`config.mk`:
```
export PLATFORM = sky130hd
export DESIGN_NAME = uart_txd
export DESIGN_NICKNAME = d
export VERILOG_FILES = /design/src/rtl/uart_txd.sv
export SDC_FILE = /design/constraint.sdc
export NUM_CORES = 1
export LEC_CHECK = 0
export BUFFER_PORTS_ARGS = -buffer_cell sky130_fd_sc_hd__buf_2
export CORE_MARGIN = 2
export CORE_UTILIZATION = 54
export CTS_BUF_LIST = sky130_fd_sc_hd__clkbuf_8
export DETAILED_ROUTE_END_ITERATION = 8
export PLACE_DENSITY = 0.72
export SETUP_SLACK_MARGIN = 0.2
export SYNTH_ARGS = -nofsm -noshare
export SYNTH_HDL_FRONTEND = slang
export SYNTH_SLANG_ARGS = --single-unit
```
`constraint.sdc`:
```
create_clock -name clk -period 3.6 [get_ports clk]
set_input_delay 0.72 -clock clk [delete_from_list [all_inputs] [get_ports clk]]
set_output_delay 0.72 -clock clk [all_outputs]
set_load 0.02 [all_outputs]
```
`src/rtl/uart_txd.sv`:
```
// UART transmitter: 8 data bits LSB first, optional parity, byte FIFO in front.
// Define UART_TXD_TWO_STOP_EN to send two stop bits per frame.
module uart_txd #(
  parameter logic [15:0] BIT_CLKS   = 16'd864,
  parameter int          FIFO_DEPTH = 4
) (
  input  logic       clk,
  input  logic       rst_n,
  input  logic       parity_en,
  input  logic       parity_kind,
  input  logic [7:0] din,
  input  logic       din_valid,
  output logic       din_ready,
  output logic       txd,
  output logic       busy,
  output logic [4:0] fifo_cnt
);

  localparam int PW = (FIFO_DEPTH > 1) ? $clog2(FIFO_DEPTH) : 1;
  localparam logic [4:0] DEPTH = 5'(FIFO_DEPTH);
  localparam logic [16:0] BIT_LAST = {1'b0, BIT_CLKS} - 17'd1;
`ifdef UART_TXD_TWO_STOP_EN
  localparam logic [16:0] STOP_LAST = {BIT_CLKS, 1'b0} - 17'd1;
`else
  localparam logic [16:0] STOP_LAST = BIT_LAST;
`endif

  typedef enum logic [2:0] {
    S_IDLE, S_START, S_DATA, S_PARITY, S_STOP
  } state_t;

  logic [7:0]    mem_q [FIFO_DEPTH];
  logic [PW-1:0] wr_ptr_q, wr_ptr_d;
  logic [PW-1:0] rd_ptr_q, rd_ptr_d;
  logic [4:0]    fcnt_q, fcnt_d;
  state_t        state_q, state_d;
  logic [16:0]   bclk_q, bclk_d;
  logic [2:0]    bit_idx_q, bit_idx_d;
  logic [7:0]    shift_q, shift_d;
  logic          par_en_q, par_en_d;
  logic          par_bit_q, par_bit_d;
  logic          txd_q, txd_d;
  logic          busy_q, busy_d;
  logic          rdy_q, rdy_d;
  logic          push, pop;
  logic [7:0]    head;

  assign head      = mem_q[rd_ptr_q];
  assign din_ready = rdy_q;
  assign txd       = txd_q;
  assign busy      = busy_q;
  assign fifo_cnt  = fcnt_q;

  always_comb begin
    push      = din_valid & rdy_q;
    pop       = 1'b0;
    state_d   = state_q;
    bclk_d    = bclk_q + 17'd1;
    bit_idx_d = bit_idx_q;
    shift_d   = shift_q;
    par_en_d  = par_en_q;
    par_bit_d = par_bit_q;
    txd_d     = txd_q;
    wr_ptr_d  = wr_ptr_q;
    rd_ptr_d  = rd_ptr_q;
    unique case (state_q)
      S_IDLE: begin
        bclk_d = '0;
        txd_d  = 1'b1;
        pop    = (fcnt_q != 5'd0);
      end
      S_START: begin
        if (bclk_q == BIT_LAST) begin
          bclk_d    = '0;
          bit_idx_d = 3'd0;
          txd_d     = shift_q[0];
          state_d   = S_DATA;
        end
      end
      S_DATA: begin
        if (bclk_q == BIT_LAST) begin
          bclk_d = '0;
          if (bit_idx_q == 3'd7) begin
            state_d = par_en_q ? S_PARITY : S_STOP;
            txd_d   = par_en_q ? par_bit_q : 1'b1;
          end else begin
            bit_idx_d = bit_idx_q + 3'd1;
            shift_d   = shift_q >> 1;
            txd_d     = shift_q[1];
          end
        end
      end
      S_PARITY: begin
        if (bclk_q == BIT_LAST) begin
          bclk_d  = '0;
          txd_d   = 1'b1;
          state_d = S_STOP;
        end
      end
      S_STOP: begin
        if (bclk_q == STOP_LAST) begin
          bclk_d  = '0;
          state_d = S_IDLE;
          pop     = (fcnt_q != 5'd0);
        end
      end
      default: state_d = S_IDLE;
    endcase
    // Loading a byte snapshots the parity config for the whole frame.
    if (pop) begin
      state_d   = S_START;
      bclk_d    = '0;
      shift_d   = head;
      par_en_d  = parity_en;
      par_bit_d = parity_kind ^ (^head);
      txd_d     = 1'b0;
      rd_ptr_d  = rd_ptr_q + PW'(1);
    end
    if (push) wr_ptr_d = wr_ptr_q + PW'(1);
    fcnt_d = fcnt_q + {4'd0, push} - {4'd0, pop};
    rdy_d  = (fcnt_d != DEPTH);
    busy_d = (state_d != S_IDLE) | (fcnt_d != 5'd0);
  end

  always_ff @(posedge clk) begin
    if (push) mem_q[wr_ptr_q] <= din;
  end

  always_ff @(posedge clk or negedge rst_n) begin
    if (!rst_n) begin
      state_q   <= S_IDLE;
      bclk_q    <= '0;
      bit_idx_q <= '0;
      shift_q   <= '0;
      par_en_q  <= 1'b0;
      par_bit_q <= 1'b0;
      txd_q     <= 1'b1;
      busy_q    <= 1'b0;
      rdy_q     <= 1'b1;
      wr_ptr_q  <= '0;
      rd_ptr_q  <= '0;
      fcnt_q    <= '0;
    end else begin
      state_q   <= state_d;
      bclk_q    <= bclk_d;
      bit_idx_q <= bit_idx_d;
      shift_q   <= shift_d;
      par_en_q  <= par_en_d;
      par_bit_q <= par_bit_d;
      txd_q     <= txd_d;
      busy_q    <= busy_d;
      rdy_q     <= rdy_d;
      wr_ptr_q  <= wr_ptr_d;
      rd_ptr_q  <= rd_ptr_d;
      fcnt_q    <= fcnt_d;
    end
  end

endmodule

```
**Word level (Yosys, flattened, before mapping)**

Memory sizes are Yosys's and may differ from the RTL's.
Cells that the tools add are included.

- RAM bits: 32
- Input bits: 13
- Output and inout port bits: 8
- Flip-flop bits (word level): 45
- Memories kept: 1

Memory list:

| memory | words | bits a word | read ports | clocked after Yosys merged registers in | write ports | RTL line | source |
|---|---|---|---|---|---|---|---|
| mem_q | 4 | 8 | 1 | 0 | 1 | 32 | `logic [7:0] mem_q [FIFO_DEPTH];` |

- Bitwise operators: 3
- Mux-type cells: 30
- Reduce and logical (&&, ||, !) cells: 13
- Equality and inequality tests: 14
- Add/sub/neg operators: 6

Operator list:

| kind | count |
|---|---|
| 17-bit 2-to-1 mux | 2 |
| 17-bit one-hot mux with 2 select lines | 1 |
| 8-bit 2-to-1 mux | 4 |
| 3-bit 2-to-1 mux | 10 |
| 17-bit by 1-bit adder with 17-bit output (second input constant) | 1 |
| 17-bit by 10-bit equality test with 1-bit output (second input constant) | 1 |
| 3-bit one-hot mux with 5 select lines | 1 |
| 5-bit nonzero test | 3 |
| 1-bit 2-to-1 mux | 9 |
| 3-bit inequality test (second input constant) | 3 |
| 2-bit inequality test (second input constant) | 4 |
| 4-bit AND reduction | 2 |
| 8-bit parity | 1 |
| 3-bit by 2-bit equality test with 1-bit output (second input constant) | 2 |
| 3-bit equality test (second input constant) | 2 |
| 3-bit one-hot mux with 2 select lines | 1 |
| 2-bit nonzero test | 3 |
| 5-bit by 1-bit adder with 5-bit output | 1 |
| 5-bit by 3-bit inequality test with 1-bit output (second input constant) | 1 |
| 5-bit by 1-bit subtractor with 5-bit output | 1 |
| 2-bit by 1-bit adder with 2-bit output (second input constant) | 2 |
| 1-bit one-hot mux with 4 select lines | 1 |
| 4-bit OR reduction | 1 |
| 3-bit by 1-bit adder with 3-bit output (second input constant) | 1 |
| 8 further kinds | 8 |

**Logic depth before layout (Yosys ltp)**

Gate-level depths: netlist of the first run.

- Word-level depth: 7
- Gate-level depth with buffers: 16

**Least setup slack after synthesis of the first run**

Ideal clock, no wire load.

- Kind: reg2reg
- Start: reg bclk_q[0]
- End: reg busy_q, in the netlist busy
- Cell stages (with the launch flop): 15
- Required time: 3461 ps
- Arrival: 3507 ps
- Clock period less this slack: 3645 ps
- Library setup time: 139 ps
- Buffers on the path: 1
- Path slack: -45 ps
- Path through: dfrtp_1 > ha_1 > and4_1 > nand4_1 > a21oi_1 > buf_2 > ha_1 > inv_1 > ha_1 > inv_1 > fa_1 > inv_1 > or3_1 > a211o_1 > or4_1

- Cells in the longest elaborated chain, start to end: 6
- Elaborated cells between the ends (all ways): 13
- Classes of those cells: add/sub: 1; eq/ne: 1; mux: 8; bitwise: 1; reduce/logical: 2

Ends and longest elaborated chain:

| what | RTL line | source |
|---|---|---|
| from (decl) | 37 | `logic [16:0] bclk_q, bclk_d;` |
| from (signal assigned) | 145 | `bclk_q <= bclk_d;` |
| 17-bit by 10-bit equality test with 1-bit output | 101 | `if (bclk_q == STOP_LAST) begin` |
| 1-bit 2-to-1 mux | 101 |  |
| 1-bit one-hot mux with 2 select lines | 66 | `unique case (state_q)` |
| 5-bit by 1-bit subtractor with 5-bit output | 120 | `fcnt_d = fcnt_q + {4'd0, push} - {4'd0, pop};` |
| named net fcnt_d[1] | 35 | `logic [4:0] fcnt_q, fcnt_d;` |
| 5-bit nonzero test | 122 | `busy_d = (state_d != S_IDLE) \| (fcnt_d != 5'd0);` |
| 1-bit bitwise OR | 122 |  |
| named net busy_d | 43 | `logic busy_q, busy_d;` |
| to (signal assigned) | 151 | `busy_q <= busy_d;` |
| to (decl) | 43 |  |

The timed path passes the listed nets, and every way through them passes these cells.
A chain may end at the register's enable or synchronous reset.

**Worst setup path after layout of the first run**

- Start: reg bclk_q[12]
- End: reg busy_q, in the netlist busy

Same word-level chain as after synthesis.

==> metrics, run 1 <==
die height 85.5 um; share of layout cells above drive strength 1 0.234; number of flops mapped to enable cells by yosys 32; CP Class reg2reg; routed len/inst 14.9 um; final period utilization 0.918; DRC violations left 0; Root Buffer clkbuf_8; Worst EP required 3.81 ns; CTS tree built; min-delay worst type reg2reg; FF+latch area 2090 um^2; gr usage total 0.182; syn_nets 303; via count 2176; Setup crit end kind flip-flop; clock-pin slew on the worst setup and hold paths 0.08 ns; Critical Path AT 3.52 ns; First DRT Iteration DRCs 75; Slew headroom 0.347; Max Fclk 302 MHz; initial antenna violation count 0; Worst setup SP type flip-flop; Top Ports 21; vias in the first global route 2192; register area share after synthesis 0.583; gr ovfl total 0; RePlAce Congestion 0.769; Mean Syn Cell Area 13.0 um^2; WL final 5870 um; die area 7300 um^2; final setup fails 0; Inst Count DP 371; Netlist cell types 49; Clock Skew 0.00627 ns; CTS buffer count 9; Post-CTS Hold Buffers 0; setup tns final 0 ns; total power 2.45 mW; Peak VDD IR 494 uV; FFs w/ async S/R, synth 0.584; Final HPWL DP 4170 um; clk_lat worst skew 0.34 ns; H-tree depth 3; area grow syn2layout 15.2%; IO Port Bufs 20; status finished clean; CP Max Fanout 7; area taken by multi-input logic gates 1470 um^2; Seq cells post-synth 77; Die X 85.5 um; Post-Syn Area 3580 um^2; vias per cell 5.54; Core Box Area 6390 um^2; Clock Sinks 77; row count 29; final hold violations 0; min cycle time layout 3.31 ns; FILL cells 490; Initial Util 0.561; maximum clock insertion buffer count 2; most common cell after layout, fill and taps aside dfrtp_1; fin nets 338; dominant synthesized flop cell dfrtp_1; actual slew at the worst max-slew pin 0.980 ns; max-slew violation count 0; Leakage 1.66 nW; first-pass GRT wire length 10300 um; most frequent cells in the layout 40 x dfrtp_1, 32 x edfxtp_1, 21 x nor2_1; n_diodes 0; largest net degree at the start of global routing 46; TritonRoute pass-1 iters 4; Detail Route Antenna Nets 0; RSZ-0062 raised after global routing no; gate count after technology mapping 276; maxcap violations 0; Yosys warnings 0; final cell count without fillers 393; PD cells 594 nW/um^2
==> metal layers <==
layer | part of all wire | track usage
met1 | 0.46 | 0.242
met4 | 0.017 | 0.0693
met3 | 0.026 | 0.0360
met5 | 0 | 0
met2 | 0.49 | 0.296
==> where the power goes <==
group          internal (mW)  switching, mW  total (mW)
Sequential              1.06         0.0791        1.14
Clock                  0.402          0.332       0.735
Combinational          0.252          0.330       0.583
Total                   1.71          0.741        2.45
==> kinds of logic (layout without fill, tap and decap cells) <==
| logic type | count (synthesis) | count (layout) | share of synthesized area |
|---|---|---|---|
| AO/OA/AOI/OAI | 32 | 32 | 0.0531 |
| XOR/XNOR | 27 | 27 | 0.0719 |
| adder cells (fa/ha/maj) | 15 | 15 | 0.0538 |
| buffers and inverters | 22 | 62 | 0.0272 |
| flip-flops | 77 | 77 | 0.583 |
| multiplexers | 19 | 19 | 0.0862 |
| AND/OR/NAND/NOR | 84 | 84 | 0.125 |
==> cells in the mapped netlist, drive strengths merged (2+ instances only) <==
library cell / instances / area [um^2]
nand3: 9 / 45.0
nor2: 21 / 78.8
mux2i: 8 / 80.1
xor2: 11 / 96.3
clkbuf: 2 / 8.75
dfstp: 2 / 52.6
nand2: 17 / 63.8
ha: 13 / 163
edfxtp: 32 / 961
mux4: 8 / 195
nor3: 5 / 25.0
and3: 6 / 37.5
nor4b: 3 / 32.5
buf: 4 / 28.8
xnor2: 15 / 139
o21ai: 14 / 70.1
mux2: 3 / 33.8
and4: 4 / 35.0
nand4: 5 / 31.3
nor4: 2 / 12.5
nand2b: 2 / 12.5
a21o: 2 / 15.0
a22o: 3 / 27.5
a21oi: 8 / 40.0
or3: 3 / 18.8
inv: 16 / 60.1
dfrtp: 43 / 1080
==> registers in the layout (all words and copies together) (netlist names), 2 cells and up <==
signal,cells
bit_idx_q,3
fifo_cnt,5
wr_ptr_q,2
rd_ptr_q,2
mem_q,32
bclk_q,17
state_q,3
shift_q,8
==> stage by stage <==
stage	hold slack (ns)	cell area (um^2)	setup slack, ns	util
3_3_place_gp	0.489	3810	0.257	0.597
2_1_floorplan	0.424	3630	0.141	-
5_1_grt	0.543	4130	0.201	0.647
6_report	0.512	4130	0.294	0.647
4_1_cts	0.511	4060	0.209	0.635
3_5_place_dp	0.488	3810	0.191	0.597
==> critical path, cell delays in order, from the launching register on <==
cell and delay, ns:
dfrtp_2 0.45, nor4_2 0.31, nand4_1 0.20, a21oi_2 0.24, ha_4 0.23, inv_2 0.06
ha_4 0.13, inv_2 0.03, fa_1 0.51, inv_1 0.05, or3_1 0.36, a211o_1 0.22
or4_1 0.38
==> cell type report <==
cell class	count	share of cell area
multi-input cells	177	0.357
clock buffers	9	0.0300
inverters	16	0.0145
repair buffers	30	0.0424
flip-flops and latches	77	0.507
clock inverters	7	0.0258
well taps	77	0.0233
==> repair_timing <==
item                                    CTS  global route
buffers inserted                          2             4
resized for setup                         0            11
endpoints found under the setup margin    1             1
pin swaps                                 1             7
==> path summary, 6_finish.rpt <==
kind                             from         end  slack [ns]  depth (start not counted)
max                        bclk_q[12]        busy        0.29                         12
min                        shift_q[7]  shift_q[7]        0.51                          1
max reg2reg                bclk_q[12]        busy        0.29                         12
min reg2reg                shift_q[7]  shift_q[7]        0.51                          1
max in group asynchronous       rst_n  bclk_q[10]        2.40                          1
min in group asynchronous       rst_n  bclk_q[15]        0.54                          1
Note: power is estimated with default switching activity, not from simulation.
==> run 2, diff against run 1 <==
- ABC_AREA: not set -> 1
==> run 2 against run 1 <==
Net effect:
- sequential cell count unchanged
- critical path depth increased by 4
- setup slack improved by 0.31 ns
- register-to-register slack improved by 0.31 ns
- non-clock buffer count decreased by 9
- critical endpoint unchanged
- largest cell class unchanged
==> metrics, run 2 <==
Hold Crit Start bclk_q[0]; number of flops mapped to enable cells by yosys 32; Max Fclk 334 MHz; first-pass GRT wire length 12100 um; final period utilization 0.831; Final HPWL DP 5250 um; final setup margin 0.608 ns; via count 2893; slowest CP cell dfrtp_1; min-delay worst type reg2reg; maxcap violations 0; die height 89.6 um; PD cells 534 nW/um^2; Yosys warnings 0; Post-CTS Setup Bufs 0; First DRT Iteration DRCs 155; TritonRoute pass-1 iters 4; dominant synthesized flop cell dfrtp_1; Place WS 0.541 ns; post-CTS sizing 0; clk_lat worst skew 0.36 ns; gr ovfl total 0; most common cell after layout, fill and taps aside nand2_1; most common library cells after synthesis 140 x nand2_1, 48 x inv_1, 43 x dfrtp_1; share of layout cells above drive strength 1 0.127; Worst setup SP type flip-flop; maximum clock insertion buffer count 2; largest cells by area after synthesis dfrtp_1 27%, edfxtp_1 24%, nand2_1 13%; CTS buffer count 9; Top Ports 21; n_diodes 0; Clock Sinks 77; CTS tree built; vias in the first global route 2712; max-slew violation count 0; Peak VDD IR 328 uV; cell taking the most area after synthesis dfrtp_1; hold worst-path end bclk_q[0]; reg2reg setup slack 0.61 ns; Critical Path AT 3.24 ns; final setup fails 0; row count 31; RR Endpoint busy; worst-path cell chain inv_1 -> nand4_1 -> nor2_1 -> nand3_4 -> a21oi_2 -> ha_1 -> inv_1 -> ha_1 -> inv_1 -> fa_1 -> o21ai_0 -> xor2_1 -> nor2_1 -> nand3b_1 -> nor2_1 -> nand2_1; H-tree depth 3; clock-pin slew on the worst setup and hold paths 0.08 ns; Top Registers mem_q: 32 flops, bclk_q: 17 flops, shift_q: 8 flops; Crit path largest cell delay 0.44 ns; CP Max Fanout 11; final hold violations 0; min cycle time layout 2.99 ns; Netlist cell types 39; worst-case reg-to-reg path depth 16; Die X 89.6 um; actual slew at the worst max-slew pin 1.00 ns; Core Box Area 7180 um^2; syn_nets 471; IO Port Bufs 20; most frequent cells in the layout 140 x nand2_1, 48 x inv_1, 43 x dfrtp_1; gr usage total 0.202; Seq cells post-synth 77; register area share after synthesis 0.528; Hold WS 0.461 ns; Detail Route Antenna Nets 0; WL final 7310 um; Synth top area share 0.272; area grow syn2layout 8.72%; initial antenna violation count 0; Initial Util 0.552; die area 8030 um^2; fin nets 494; Worst EP required 3.85 ns; top-count cell post-synth nand2_1; Post-Syn Area 3960 um^2; reg-to-reg startpoint bclk_q[7]; setup tns final 0 ns; routed len/inst 12.8 um; status finished clean; Setup crit end kind flip-flop; gate count after technology mapping 444; Core Util, Final 0.600; Leakage 2.00 nW; CP Class reg2reg; vias per cell 5.07; RSZ-0062 raised after global routing no; Largest Register mem_q; DRC violations left 0; Root Buffer clkbuf_8; largest net degree at the start of global routing 46; Clock Skew 0.00624 ns; FFs w/ async S/R, synth 0.584; max reg flops 32; Worst Hold Depth 1; Slew headroom 0.331; Post-CTS Hold Buffers 0; RePlAce Congestion 0.943; Mean Syn Cell Area 8.92 um^2
-- run 2: cell types whose count changed after synthesis, moves of 4 or more --
cell,delta
nand2_1,+123
nor2_2,+5
nand3_1,+21
and3_1,-6
and4_1,-4
mux4_2,-4
xnor2_1,-10
nor2_1,+21
mux2i_1,-7
mux4_1,-4
inv_1,+32
-- run 2: per-stage QoR --
stage,cell area (um^2),cells,power [mW]
2_1_floorplan,3960,444,1.55
4_1_cts,4300,571,2.32
6_report,4300,571,2.30
5_1_grt,4300,571,2.45
3_3_place_gp,4120,555,1.70
3_5_place_dp,4120,555,1.72
-- run 2: critical path, delay by kind of cell, from the launching register on --
family / cells / cell delay [ns]
DFF: 1 / 0.44
buffers and inverters: 3 / 0.24
xor gates and xnor gates: 1 / 0.12
and+or+nand+nor: 7 / 0.87
adders and majority gates: 3 / 0.79
AOI/OAI and AO/OA: 2 / 0.43
-- run 2: power by group --
part | internal, mW | leakage, nW | switching (mW)
Sequential | 1.06 | 0.850 | 0.0608
Combinational | 0.197 | 1.06 | 0.376
Clock | 0.258 | 0.0829 | 0.345
-- run 2: cells by family after synthesis --
group | Yosys count | synth area share
AOI/OAI and AO/OA | 33 | 0.0531
xor gates and xnor gates | 17 | 0.0376
adders and majority gates | 14 | 0.0461
buffers and inverters | 60 | 0.0673
DFF | 77 | 0.528
muxes | 1 | 0.00253
and+or+nand+nor | 242 | 0.265
-- run 2: worst max-delay path by stage --
stage,startpoint,to,cells after the start
after global placement,bclk_q[0],busy,16
final,bclk_q[7],busy,16
after floorplan,bclk_q[0],busy,16
after CTS,bclk_q[0],busy,16
after detailed placement,bclk_q[0],busy,16
after global routing,bclk_q[0],busy,16
-- run 2: per-layer routing --
metal / global-route usage / part of all wire / vias to the layer above
met5: 0 / 0 / -
met4: 0.0950 / 0.023 / 0
met3: 0.0338 / 0.030 / 13
met2: 0.347 / 0.50 / 60
met1: 0.248 / 0.45 / 1350
li1: - / - / 1470
-- run 2: area by class of cell --
type                       count  area [um^2]
clock buffer                   9          124
clock inverter                 7         57.6
fill                         618         2870
inverter                      51          191
multi-input combinational    307         1610
sequential                    77         2090
tap                           99          124
timing repair buffer          21          108
